==> config.mk <==
export PLATFORM = sky130hd
export DESIGN_NAME = mem_stage_ctrl_flat
export DESIGN_NICKNAME = d
export VERILOG_FILES = /design/src/rtl/mem_stage_ctrl_if.sv /design/src/rtl/mem_stage_ctrl.sv /design/src/flat_wrapper.sv
export SDC_FILE = /design/constraint.sdc
export NUM_CORES = 1
export LEC_CHECK = 0
export ABC_CLOCK_PERIOD_IN_PS = 1600
export CORE_MARGIN = 2
export CORE_UTILIZATION = 41
export DETAILED_ROUTE_END_ITERATION = 10
export PLACE_DENSITY = 0.72
export SLEW_MARGIN = 10
export SYNTH_ARGS = -nofsm -noshare
export SYNTH_HDL_FRONTEND = slang
export SYNTH_SLANG_ARGS = --single-unit
==> constraint.sdc <==
create_clock -name clk -period 1.6 [get_ports clk]
set_input_delay 0.4 -clock clk [delete_from_list [all_inputs] [get_ports clk]]
set_output_delay 0.4 -clock clk [all_outputs]
set_load 0.01 [all_outputs]
==> src/rtl/mem_stage_ctrl_if.sv <==
// Data-memory request/acknowledge bundle between the MEM stage and data memory.
// master: MEM stage (drives req/we/addr/wdata); slave: memory (drives ack/rdata).
interface mem_stage_ctrl_if #(
    parameter int DW = 32
);
    logic          dmem_req;
    logic          dmem_we;
    logic [DW-1:0] dmem_addr;
    logic [DW-1:0] dmem_wdata;
    logic          dmem_ack;
    logic [DW-1:0] dmem_rdata;

    modport master (
        output dmem_req,
        output dmem_we,
        output dmem_addr,
        output dmem_wdata,
        input  dmem_ack,
        input  dmem_rdata
    );

    modport slave (
        input  dmem_req,
        input  dmem_we,
        input  dmem_addr,
        input  dmem_wdata,
        output dmem_ack,
        output dmem_rdata
    );
endinterface

==> src/rtl/mem_stage_ctrl.sv <==
// MEM stage controller: decodes MEM/WB control, runs a req/ack access to a
// variable-latency data memory, stalls upstream while busy, drives MEM/WB.
// Ports: clk, rst_n (async low); EX/MEM inputs MEMin, WBin, ALUresin, r2in,
// regresin; stall; dmem (master modport); MEM/WB outputs WB, memdata, ALUres,
// regres; bus_err.
// Optional: define MEM_TIMEOUT_EN to enable the BUSY timeout and bus_err.
module mem_stage_ctrl #(
    parameter int DW      = 32,
    parameter int RW      = 5,
    parameter int TIMEOUT = 255
) (
    input  logic             clk,
    input  logic             rst_n,
    input  logic [1:0]       MEMin,
    input  logic [1:0]       WBin,
    input  logic [DW-1:0]    ALUresin,
    input  logic [DW-1:0]    r2in,
    input  logic [RW-1:0]    regresin,
    output logic             stall,
    mem_stage_ctrl_if.master dmem,
    output logic [1:0]       WB,
    output logic [DW-1:0]    memdata,
    output logic [DW-1:0]    ALUres,
    output logic [RW-1:0]    regres,
    output logic             bus_err
);

    typedef enum logic [1:0] {
        IDLE = 2'd0,
        BUSY = 2'd1,
        DONE = 2'd2
    } state_t;

    state_t        state_q, state_d;
    logic          req_q, req_d;
    logic          we_q, we_d;
    logic [DW-1:0] addr_q, addr_d;
    logic [DW-1:0] wdata_q, wdata_d;
    logic [1:0]    wb_q, wb_d;
    logic [DW-1:0] memdata_q, memdata_d;
    logic [DW-1:0] alures_q, alures_d;
    logic [RW-1:0] regres_q, regres_d;
    // Instruction fields captured at issue, replayed into MEM/WB in DONE.
    logic [1:0]    lwb_q, lwb_d;
    logic [DW-1:0] lalu_q, lalu_d;
    logic [RW-1:0] lreg_q, lreg_d;
    // Load data waits here until the single MEM/WB write in DONE.
    logic [DW-1:0] stage_q, stage_d;
    logic          stall_c;

`ifdef MEM_TIMEOUT_EN
    localparam int CW = $clog2(TIMEOUT + 1);
    logic [CW-1:0] cnt_q, cnt_d;
    logic          err_q, err_d;
    logic          expire;

    // Current BUSY cycle is the TIMEOUT-th one without ack.
    assign expire = (cnt_q == CW'(TIMEOUT - 1));
`else
    logic unused_timeout_cfg;
    assign unused_timeout_cfg = (TIMEOUT > 0);
`endif

    always_comb begin
        state_d   = state_q;
        req_d     = req_q;
        we_d      = we_q;
        addr_d    = addr_q;
        wdata_d   = wdata_q;
        wb_d      = wb_q;
        memdata_d = memdata_q;
        alures_d  = alures_q;
        regres_d  = regres_q;
        lwb_d     = lwb_q;
        lalu_d    = lalu_q;
        lreg_d    = lreg_q;
        stage_d   = stage_q;
        stall_c   = 1'b0;
`ifdef MEM_TIMEOUT_EN
        cnt_d     = cnt_q;
        err_d     = err_q;
`endif
        unique case (state_q)
            IDLE: begin
                stall_c = |MEMin;
                if (|MEMin) begin
                    state_d = BUSY;
                    req_d   = 1'b1;
                    // MemRead has priority when both bits are set.
                    we_d    = ~MEMin[1];
                    addr_d  = ALUresin;
                    wdata_d = r2in;
                    lwb_d   = WBin;
                    lalu_d  = ALUresin;
                    lreg_d  = regresin;
                    wb_d    = 2'b00;
`ifdef MEM_TIMEOUT_EN
                    cnt_d   = '0;
`endif
                end else begin
                    wb_d     = WBin;
                    alures_d = ALUresin;
                    regres_d = regresin;
                end
            end
            BUSY: begin
                stall_c = 1'b1;
                if (dmem.dmem_ack) begin
                    state_d = DONE;
                    req_d   = 1'b0;
                    if (!we_q) begin
                        stage_d = dmem.dmem_rdata;
                    end
`ifdef MEM_TIMEOUT_EN
                end else if (expire) begin
                    state_d = DONE;
                    req_d   = 1'b0;
                    err_d   = 1'b1;
                    if (!we_q) begin
                        stage_d = DW'(32'hDEAD_BEEF);
                    end
                end else if (cnt_q != CW'(TIMEOUT)) begin
                    cnt_d = cnt_q + CW'(1);
`endif
                end
            end
            DONE: begin
                // Same instruction still on EX/MEM: retire it, never re-issue.
                state_d  = IDLE;
                wb_d     = lwb_q;
                alures_d = lalu_q;
                regres_d = lreg_q;
                if (!we_q) begin
                    memdata_d = stage_q;
                end
            end
            default: begin
                state_d = IDLE;
            end
        endcase
    end

    always_ff @(posedge clk or negedge rst_n) begin
        if (!rst_n) begin
            state_q   <= IDLE;
            req_q     <= 1'b0;
            we_q      <= 1'b0;
            addr_q    <= '0;
            wdata_q   <= '0;
            wb_q      <= 2'b00;
            memdata_q <= '0;
            alures_q  <= '0;
            regres_q  <= '0;
            lwb_q     <= 2'b00;
            lalu_q    <= '0;
            lreg_q    <= '0;
            stage_q   <= '0;
        end else begin
            state_q   <= state_d;
            req_q     <= req_d;
            we_q      <= we_d;
            addr_q    <= addr_d;
            wdata_q   <= wdata_d;
            wb_q      <= wb_d;
            memdata_q <= memdata_d;
            alures_q  <= alures_d;
            regres_q  <= regres_d;
            lwb_q     <= lwb_d;
            lalu_q    <= lalu_d;
            lreg_q    <= lreg_d;
            stage_q   <= stage_d;
        end
    end

`ifdef MEM_TIMEOUT_EN
    always_ff @(posedge clk or negedge rst_n) begin
        if (!rst_n) begin
            cnt_q <= '0;
            err_q <= 1'b0;
        end else begin
            cnt_q <= cnt_d;
            err_q <= err_d;
        end
    end

    assign bus_err = err_q;
`else
    assign bus_err = 1'b0;
`endif

    // Gated so every output reads 0 while reset is asserted.
    assign stall           = rst_n & stall_c;
    assign dmem.dmem_req   = req_q;
    assign dmem.dmem_we    = we_q;
    assign dmem.dmem_addr  = addr_q;
    assign dmem.dmem_wdata = wdata_q;
    assign WB              = wb_q;
    assign memdata         = memdata_q;
    assign ALUres          = alures_q;
    assign regres          = regres_q;

endmodule

==> src/flat_wrapper.sv <==
// flat-port wrapper written by rule: the top's interface ports become plain ports
module mem_stage_ctrl_flat 
#(
    parameter int DW      = 32,
    parameter int RW      = 5,
    parameter int TIMEOUT = 255
)
  (clk, rst_n, MEMin, WBin, ALUresin, r2in, regresin, stall, WB, memdata, ALUres, regres, bus_err, dmem_dmem_req, dmem_dmem_we, dmem_dmem_addr, dmem_dmem_wdata, dmem_dmem_ack, dmem_dmem_rdata);
  mem_stage_ctrl_if #(.DW(DW)) dmem_i ();
  input  logic clk;
  input  logic rst_n;
  input  logic [1:0] MEMin;
  input  logic [1:0] WBin;
  input  logic [DW-1:0] ALUresin;
  input  logic [DW-1:0] r2in;
  input  logic [RW-1:0] regresin;
  output logic stall;
  output logic [1:0] WB;
  output logic [DW-1:0] memdata;
  output logic [DW-1:0] ALUres;
  output logic [RW-1:0] regres;
  output logic bus_err;
  output wire logic [$bits(dmem_i.dmem_req)-1:0] dmem_dmem_req;
  output wire logic [$bits(dmem_i.dmem_we)-1:0] dmem_dmem_we;
  output wire logic [$bits(dmem_i.dmem_addr)-1:0] dmem_dmem_addr;
  output wire logic [$bits(dmem_i.dmem_wdata)-1:0] dmem_dmem_wdata;
  input wire logic [$bits(dmem_i.dmem_ack)-1:0] dmem_dmem_ack;
  input wire logic [$bits(dmem_i.dmem_rdata)-1:0] dmem_dmem_rdata;
  assign dmem_dmem_req = dmem_i.dmem_req;
  assign dmem_dmem_we = dmem_i.dmem_we;
  assign dmem_dmem_addr = dmem_i.dmem_addr;
  assign dmem_dmem_wdata = dmem_i.dmem_wdata;
  assign dmem_i.dmem_ack = dmem_dmem_ack;
  assign dmem_i.dmem_rdata = dmem_dmem_rdata;
  mem_stage_ctrl #(.DW(DW), .RW(RW), .TIMEOUT(TIMEOUT)) u_core (.clk(clk), .rst_n(rst_n), .MEMin(MEMin), .WBin(WBin), .ALUresin(ALUresin), .r2in(r2in), .regresin(regresin), .stall(stall), .dmem(dmem_i), .WB(WB), .memdata(memdata), .ALUres(ALUres), .regres(regres), .bus_err(bus_err));
endmodule
## Word-level counts from Yosys, hierarchy flattened

Index checks and enable logic that the tools add are counted.

- Add/subtract/negate cells: 0
- $mul: 0
- Divide/modulo/power cells: 0
- Order comparisons: 0
- Eq/ne operators: 5
- Shifts and indexed selects: 0
- Multiplexer cells: 13
- Bitwise logic cells: 3
- Reduce and logical (&&, ||, !) cells: 10

Operators with widths:

| operator | number |
|---|---|
| $pmux 32 s2 | 1 |
| $mux 32 | 1 |
| $pmux 5 s2 | 1 |
| $pmux 2 s2 | 2 |
| $reduce_and 2->1 | 4 |
| $mux 2 | 3 |
| $reduce_and 3->1 | 2 |
| $mux 5 | 1 |
| $ne 2x2->1 const B | 2 |
| $pmux 1 s2 | 2 |
| $reduce_bool 2->1 | 2 |
| $eq 2x1->1 const B | 1 |
| $eq 2x2->1 const B | 1 |
| $logic_not 2->1 | 1 |
| $mux 1 | 2 |
| $ne 2x1->1 const B | 1 |
| $not 1->1 | 2 |
| $reduce_or 2->1 | 1 |
| $and 1x1->1 | 1 |

- Register bits: 178
- Bits in latches: 0
- Memory bits (writable): 0
- ROM bits: 0
- Input port bits: 108
- Output and inout bits: 139
- Logic and storage cells: 43
- Memories: 0

## Logic depth before layout (Yosys ltp)

Gate-level depths: netlist (run 1).

- Depth in word-level cells: 3
- Gate-level depth with buffers: 6
- Gate-level depth less buffers: 3

## Worst setup path before layout (run 1)

OpenSTA, ideal clock, no wires.

- Path type: register -> output
- Start point: register u_core.state_q[0]
- End point: output port stall
- Arrival: 1.251 ns
- Slack: -0.051 ns
- Stages on the path, launching flop included: 6
- Path buffers: 3
- Path through: dfrtp_1 > buf_4 > o21ba_1 > buf_2 > buf_6 > nor3b_1

- Longest elaborated chain between the ends: 3
- Elaborated cells between the ends (all ways): 4
- Those cells by class: 1 x eq/ne; 1 x mux; 1 x bitwise; 1 x reduce/logical

Ends and longest elaborated chain:

| element | line | source |
|---|---|---|
| start, declared | mem_stage_ctrl.sv:34 | `state_t state_q, state_d;` |
| start signal, assigned | mem_stage_ctrl.sv:159 | `state_q <= state_d;` |
| $eq 2x1->1 / $logic_not 2->1 (equally long branches) | mem_stage_ctrl.sv:83 | `unique case (state_q)` |
| $pmux 1 s2 (*) | mem_stage_ctrl.sv:83 |  |
| $and 1x1->1 (*) | mem_stage_ctrl.sv:192 | `assign stall = rst_n & stall_c;` |
| end, declared | flat_wrapper.sv:17 | `output logic stall;` |

Mark *: on every way between the ends. The rest lies on a longest branch, timed or not.

## Final worst setup path (run 1)

- Start point: register u_core.state_q[1]
- End point: register u_core.memdata_q[11], in the netlist u_core.memdata[11]

- Longest elaborated chain between the ends: 2

Ends and longest elaborated chain:

| element | line | source |
|---|---|---|
| $eq 2x2->1 | mem_stage_ctrl.sv:83 |  |
| $reduce_and 2->1 (no source line) | - |  |
| end signal, assigned | mem_stage_ctrl.sv:165 | `memdata_q <= memdata_d;` |
| end, declared | mem_stage_ctrl.sv:40 | `logic [DW-1:0] memdata_q, memdata_d;` |

Every way passes these cells.
A chain may end at the register's enable or synchronous reset.

==> results of run 1 <==
-- critical path: stages (launching register included) --
cell and delay, ns:
dfrtp_1 0.39, buf_6 0.14, nor2b_4 0.20, buf_12 0.13, nor2b_4 0.26, buf_12 0.23
mux2_1 0.33
-- cell type report --
cell class,instances,area (um2),share of cell area
clock inverter,15,125,0.0110
sequential,178,4460,0.392
clock buffer,17,425,0.0375
tap,225,282,0.0248
multi-input combinational,235,3120,0.275
timing repair buffer,289,2950,0.260
-- where the power goes --
| part | total [W] | switching, W | internal, W | leakage, nW |
|---|---|---|---|---|
| clock | 0.00391 | 0.00187 | 0.00204 | 0.264 |
| combinational | 0.00897 | 0.00341 | 0.00556 | 2.91 |
| sequential | 0.00810 | 0.00134 | 0.00675 | 2.10 |
| total | 0.0210 | 0.00662 | 0.0144 | 5.28 |
-- final timing paths --
check	end
setup / recovery	u_core.memdata[11]
hold / removal	u_core.ALUres[19]
setup reg to reg	u_core.memdata[11]
hold reg to reg	u_core.memdata[11]
max in group asynchronous	u_core.dmem.dmem_we
min in group clk	u_core.memdata[11]
-- cells in the mapped netlist --
master,count,area (um2)
o21ai_2,1,8.76
buf_6,6,67.6
nor2b_2,1,8.76
nand2_1,4,15.0
o21ai_0,3,15.0
nor2b_1,1,6.26
buf_4,12,90.1
dfrtp_1,178,4450
nor2_1,3,11.3
a21oi_1,4,20.0
conb_1,1,3.75
o21ba_1,1,10.0
mux2_4,49,736
nor3_4,1,16.3
mux2_2,105,1180
nor4b_1,2,17.5
mux2_1,55,619
nor2_2,1,6.26
nor3b_1,1,7.51
buf_2,7,35.0
o31ai_1,1,7.51
-- through the flow --
stage | instance area (um2) | cells | setup TNS, ns
2_1_floorplan | 7340 | 437 | 0
3_3_place_gp | 10100 | 901 | -61.59
3_5_place_dp | 10100 | 901 | -62.92
4_1_cts | 10800 | 944 | -9.22
5_1_grt | 11400 | 959 | -21.13
6_report | 11400 | 959 | -14.65
-- kinds of logic after synthesis --
logic type,after synthesis,synth area share
mux,209,0.346
flops,178,0.607
buf+inv,25,0.0263
simple gates,14,0.0121
compound gates,10,0.00835
other cells,1,0.000511
-- flip-flops by register name, summed over array words and instances, names as in the netlist --
| name | count |
|---|---|
| u_core.ALUres | 32 |
| u_core.WB | 2 |
| u_core.dmem.dmem_req | 1 |
| u_core.dmem.dmem_wdata | 32 |
| u_core.dmem.dmem_we | 1 |
| u_core.lalu_q | 32 |
| u_core.lreg_q | 5 |
| u_core.lwb_q | 2 |
| u_core.memdata | 32 |
| u_core.regres | 5 |
| u_core.stage_q | 32 |
| u_core.state_q | 2 |
-- layout by cell type (no fill, tap or decap) --
master | Yosys | layout
clkinv_2 | 0 | 3
a21oi_1 | 4 | 4
buf_2 | 7 | 1
buf_12 | 0 | 11
o21ba_4 | 0 | 1
clkinvlp_4 | 0 | 4
mux2_1 | 55 | 2
buf_8 | 0 | 1
o21ai_0 | 3 | 3
buf_6 | 6 | 12
dfrtp_2 | 0 | 1
nand2_1 | 4 | 4
clkdlybuf4s50_1 | 0 | 104
inv_8 | 0 | 4
nor3b_2 | 0 | 1
o21ai_4 | 0 | 2
buf_4 | 12 | 12
dfrtp_1 | 178 | 177
nor4b_1 | 2 | 2
dlygate4sd2_1 | 0 | 139
inv_6 | 0 | 4
nor2_2 | 1 | 1
nor2_4 | 0 | 1
mux2_2 | 105 | 59
nor2b_4 | 0 | 2
mux2_4 | 49 | 148
clkbuf_16 | 0 | 25
buf_16 | 0 | 1
o31ai_1 | 1 | 1
conb_1 | 1 | 1
nor3_4 | 1 | 1
nor2_1 | 3 | 2
-- timing repair --
| action | in CTS | in global routing |
|---|---|---|
| pin swaps | 3 | 3 |
| gates cloned | 4 | 12 |
| resized for setup | 173 | 96 |
| setup endpoints to repair | 207 | 153 |
| buffers inserted | 7 | 8 |
-- routing by layer --
metal / track usage / vias up / part of all wire
li1: - / 2120 / -
met1: 0.217 / 2461 / 0.40
met2: 0.334 / 136 / 0.52
met3: 0.0552 / 22 / 0.058
met4: 0.0675 / 0 / 0.020
met5: 0 / - / 0
==> flow_summary.yaml, run 1 <==
run_status:
  outcome: "complete, but fails checks"
  violations: "setup timing"
global_route:
  grt-ovfl-total: 0
  antenna_found_initial: 0
  grt_usage: 0.188
  grt_pass1_wl_um: 27200
  grt_pass1_vias: 5143
  grt_start_max_net_pins: 133
final_layout:
  nFillCells: 1319
  drive_above_1_share: 0.402
  diodes: 0
  fin_nets: 829
  fin_util: 0.652
  synthToLayoutAreaGrowth_pct: 54.8
routing:
  firstDrtPassIters: 4
  drc: 0
  wl_per_cell_um: 20.2
  num_vias: 4739
  vias_per_cell: 4.94
  drt_iter0_drc: 101
  ant_nets: 0
  wl_um: 19400
logic_synthesis:
  seq_area_frac_synth: 0.607
  yosys_warnings: 0
  synth_nets: 545
  syn_area_um2: 7340
  synth.ff_latch_count: 178
  synth_cells: 437
  ys_types: 21
  avgSynthCellArea_um2: 16.8
hold_path:
  worstHoldPathType: "primary input to async pin"
clock_network:
  clk_latency_ns: 0.42
  cts_tree: "built"
  ctsHtreeMaxLevel: 4
  cts_buffer_depth: 2
  clock-sinks: 178
  clk_pin_slew_ns: 0.07
  cts-root-buf: "clkbuf_16"
  cts_buffers: 17
  holdBufCountCts: 0
worst_setup_path:
  arrival_ns: 2.10
  crit_fanout: 16
  endpoint_kind: "flop"
  required_ns: 1.90
  startpoint: "u_core.state_q[1]"
  cp-start-kind: "flop"
  r2r_slack_ns: -0.20
  r2r_cells: 6
  worst-setup-path-type: "flop to flop"
  r2r-start: "u_core.state_q[1]"
sta:
  setup_viol: 143
  fin_crit_sh: 1.12
  drv_slew: 0
  clock_skew_ns: 0.0104
  finalHoldViolCount: 0
  min_period_ns: 1.80
  setup_ws_ns: -0.200
  slew_headroom: 0.533
  rsz0062_at_grt: "true"
  fmax_mhz: 556
  whs_ns: 0.187
  worstMarginPinSlew_ns: 0.701
floorplan:
  num_rows: 48
  io_pins: 247
  fp.dieH_um: 138
  core_um2: 17400
  die_w_um: 138
  die_area_um2: 19000
  start_util: 0.421
run:
  max_cap_violations: 0
placed_design:
  post-place-ws_ns: -0.744
  hpwl_um: 11900
  globalplace.congestion: 0.741
  io_buffers: 245
power_and_ir_drop:
  power_w: 0.0210
  power_leakage_nw: 5.28
  power_density_nw_per_um2: 1850
  vdd_ir_drop_max_v: 0.000841
No activity file was read; power rests on OpenSTA's default activity.
==> inputs of run 2 (changes only) <==
- TNS_END_PERCENT: unset -> 10
==> run 2 against run 1 <==
Effect of this change: the flow still finishes with violations (setup timing); core utilization down 2.7 points; global-route usage about the same; worst hold slack worse by 0.0041 ns; wire length down 9.1%; first-iteration DRC count up 6.9%; fmax down 0.11%; power down 5.1%; via count down 2.6%; combinational power down 11%; register-to-register slack about the same; sequential power down 0.7%; sequential share of layout area up 1.7 points; largest cell class unchanged; largest power group is now registers; highest routed layer unchanged.
==> flow_summary.yaml, run 2 (same netlist as run 1, synthesis figures left out) <==
run_status:
  outcome: "complete, but fails checks"
  violations: "setup timing"
routing:
  wl_per_cell_um: 18.7
  ant_nets: 0
  wl_um: 17600
  firstDrtPassIters: 6
  num_vias: 4618
  vias_per_cell: 4.89
  drc: 0
  drt_iter0_drc: 108
worst_setup_path:
  startpoint: "u_core.state_q[1]"
  cp-start-kind: "flop"
  crit_family: "buffers and inverters"
  arrival_ns: 2.11
  slowest_delay_ns: 0.39
  r2r_cells: 6
  critical_path_buf_inv_count: 3
  r2r_end: "u_core.memdata[30]"
  slowest_stage: "dfrtp_1"
  crit_path_cell_trace: "buf_6 > nor2b_4 > buf_12 > nor2b_4 > clkbuf_16 > mux2_1"
  r2r_slack_ns: -0.20
  cp_common_cell: "nor2b_4"
  r2r-start: "u_core.state_q[1]"
  crit_fanout: 16
  endpoint_kind: "flop"
  required_ns: 1.91
  worst-setup-path-type: "flop to flop"
  cp.depth: 6
  crit_end: "u_core.memdata[30]"
placed_design:
  dp.cells: 901
  io_buffers: 245
  globalplace.congestion: 0.741
  hpwl_um: 11900
power_and_ir_drop:
  clock_power_share: 0.196
  intPower_w: 0.0136
  p_seq_frac: 0.404
  power_w: 0.0199
  power_leakage_nw: 4.92
  switching_share: 0.317
  power_density_nw_per_um2: 1830
  vdd_ir_drop_max_v: 0.000837
  pwr-share-comb: 0.400
  power.switching_w: 0.00631
sta:
  setup_viol: 77
  setup_tns_ns: -8.69
  min_period_ns: 1.80
  slew_headroom: 0.532
  fin_crit_sh: 1.13
  setup_ws_ns: -0.202
  clock_skew_ns: 0.00863
  rsz0062_at_grt: "true"
  finalHoldViolCount: 0
  drv_slew: 0
  worstMarginPinSlew_ns: 0.702
  fmax_mhz: 555
floorplan:
  die_w_um: 138
  io_pins: 247
  fp.dieH_um: 138
  num_rows: 48
  start_util: 0.421
  die_area_um2: 19000
  core_um2: 17400
final_layout:
  ff_latch_area_um2: 4460
  nFillCells: 1367
  diodes: 0
  fin_nets: 814
  drive_above_1_share: 0.360
  layout.cells.non_filler: 944
  synthToLayoutAreaGrowth_pct: 48.3
  final_cell_mix: "177 x dfrtp_1, 138 x dlygate4sd2_1, 104 x clkdlybuf4s50_1, 99 x mux2_2, 87 x mux2_4"
  fin_util: 0.625
  multi_input_area_um2: 2870
  final_common_cell: "dfrtp_1"
clock_network:
  holdBufCountCts: 0
  cts_buffers: 17
  clk_pin_slew_ns: 0.07
  cts_tree: "built"
  clock-sinks: 178
  ctsHtreeMaxLevel: 4
  clk_latency_ns: 0.42
  cts_buffer_depth: 2
  cts-root-buf: "clkbuf_16"
global_route:
  antenna_found_initial: 0
  grt-ovfl-total: 0
  grt_start_max_net_pins: 133
  grt_pass1_wl_um: 27100
  grt_pass1_vias: 5142
  grt_usage: 0.188
run:
  max_cap_violations: 0
hold_path:
  worstHoldPathType: "primary input to async pin"
-- run 2: changes by cell type in the layout (fill, tap and decap cells not counted) --
cell	before	now
mux2_4	148	87
mux2_2	59	99
mux2_1	2	23
clkbuf_16	25	19
buf_4	12	8
buf_6	12	9
buf_8	1	0
clkdlybuf4s15_1	0	1
dlygate4sd2_1	139	138
o21ai_4	2	1
-- run 2: how the worst min path moves through the flow --
stage                                 endpoint                from  slack (ns)  cells past startpoint
after floorplan               u_core.ALUres[0]               rst_n        0.10                      0
after global placement      u_core.stage_q[31]  u_core.stage_q[31]        0.47                      1
after detailed placement    u_core.stage_q[31]  u_core.stage_q[31]        0.47                      1
after CTS                    u_core.ALUres[19]               rst_n        0.21                      3
after global routing      u_core.dmem.dmem_req               rst_n        0.25                      3
final                     u_core.dmem.dmem_req               rst_n        0.18                      3
-- run 2: layout make-up --
cell class | count | area share
tap | 225 | 0.0259
clock buffer | 17 | 0.0391
sequential | 178 | 0.409
clock inverter | 15 | 0.0115
timing repair buffer | 275 | 0.250
multi-input combinational | 234 | 0.264
-- run 2: worst min-delay path: stages --
cell,delay [ns]
buf_6,0.08
buf_4,0.11
buf_12,0.49
-- run 2: power by group through the flow --
| stage | Clock (W) | Combinational [W] | Sequential, W |
|---|---|---|---|
| after floorplan | 0 | 0.00314 | 0.00870 |
| after global placement | 0 | 0.00845 | 0.00794 |
| after detailed placement | 0 | 0.00862 | 0.00811 |
| after CTS | 0.00401 | 0.00767 | 0.00799 |
| after global routing | 0.00422 | 0.00856 | 0.00834 |
| final | 0.00390 | 0.00797 | 0.00804 |
-- run 2: per-stage QoR --
stage | setup slack, ns | cell area [um2] | hold WS, ns
2_1_floorplan | 0.00260 | 7340 | 0.104
3_3_place_gp | -0.729 | 10100 | 0.467
3_5_place_dp | -0.744 | 10100 | 0.472
4_1_cts | -0.202 | 10700 | 0.206
5_1_grt | -0.245 | 10900 | 0.249
6_report | -0.202 | 10900 | 0.183
-- run 2: timing repair --
action                     CTS  global route
pin swaps                    3             3
setup endpoints to repair  207           161
buffers inserted             7             2
cloned                       3             2
resized for setup          162            43
-- run 2: metal layers --
layer / track usage / share of wire
met5: 0 / 0
met4: 0.0697 / 0.022
met3: 0.0563 / 0.063
met2: 0.332 / 0.53
met1: 0.215 / 0.39
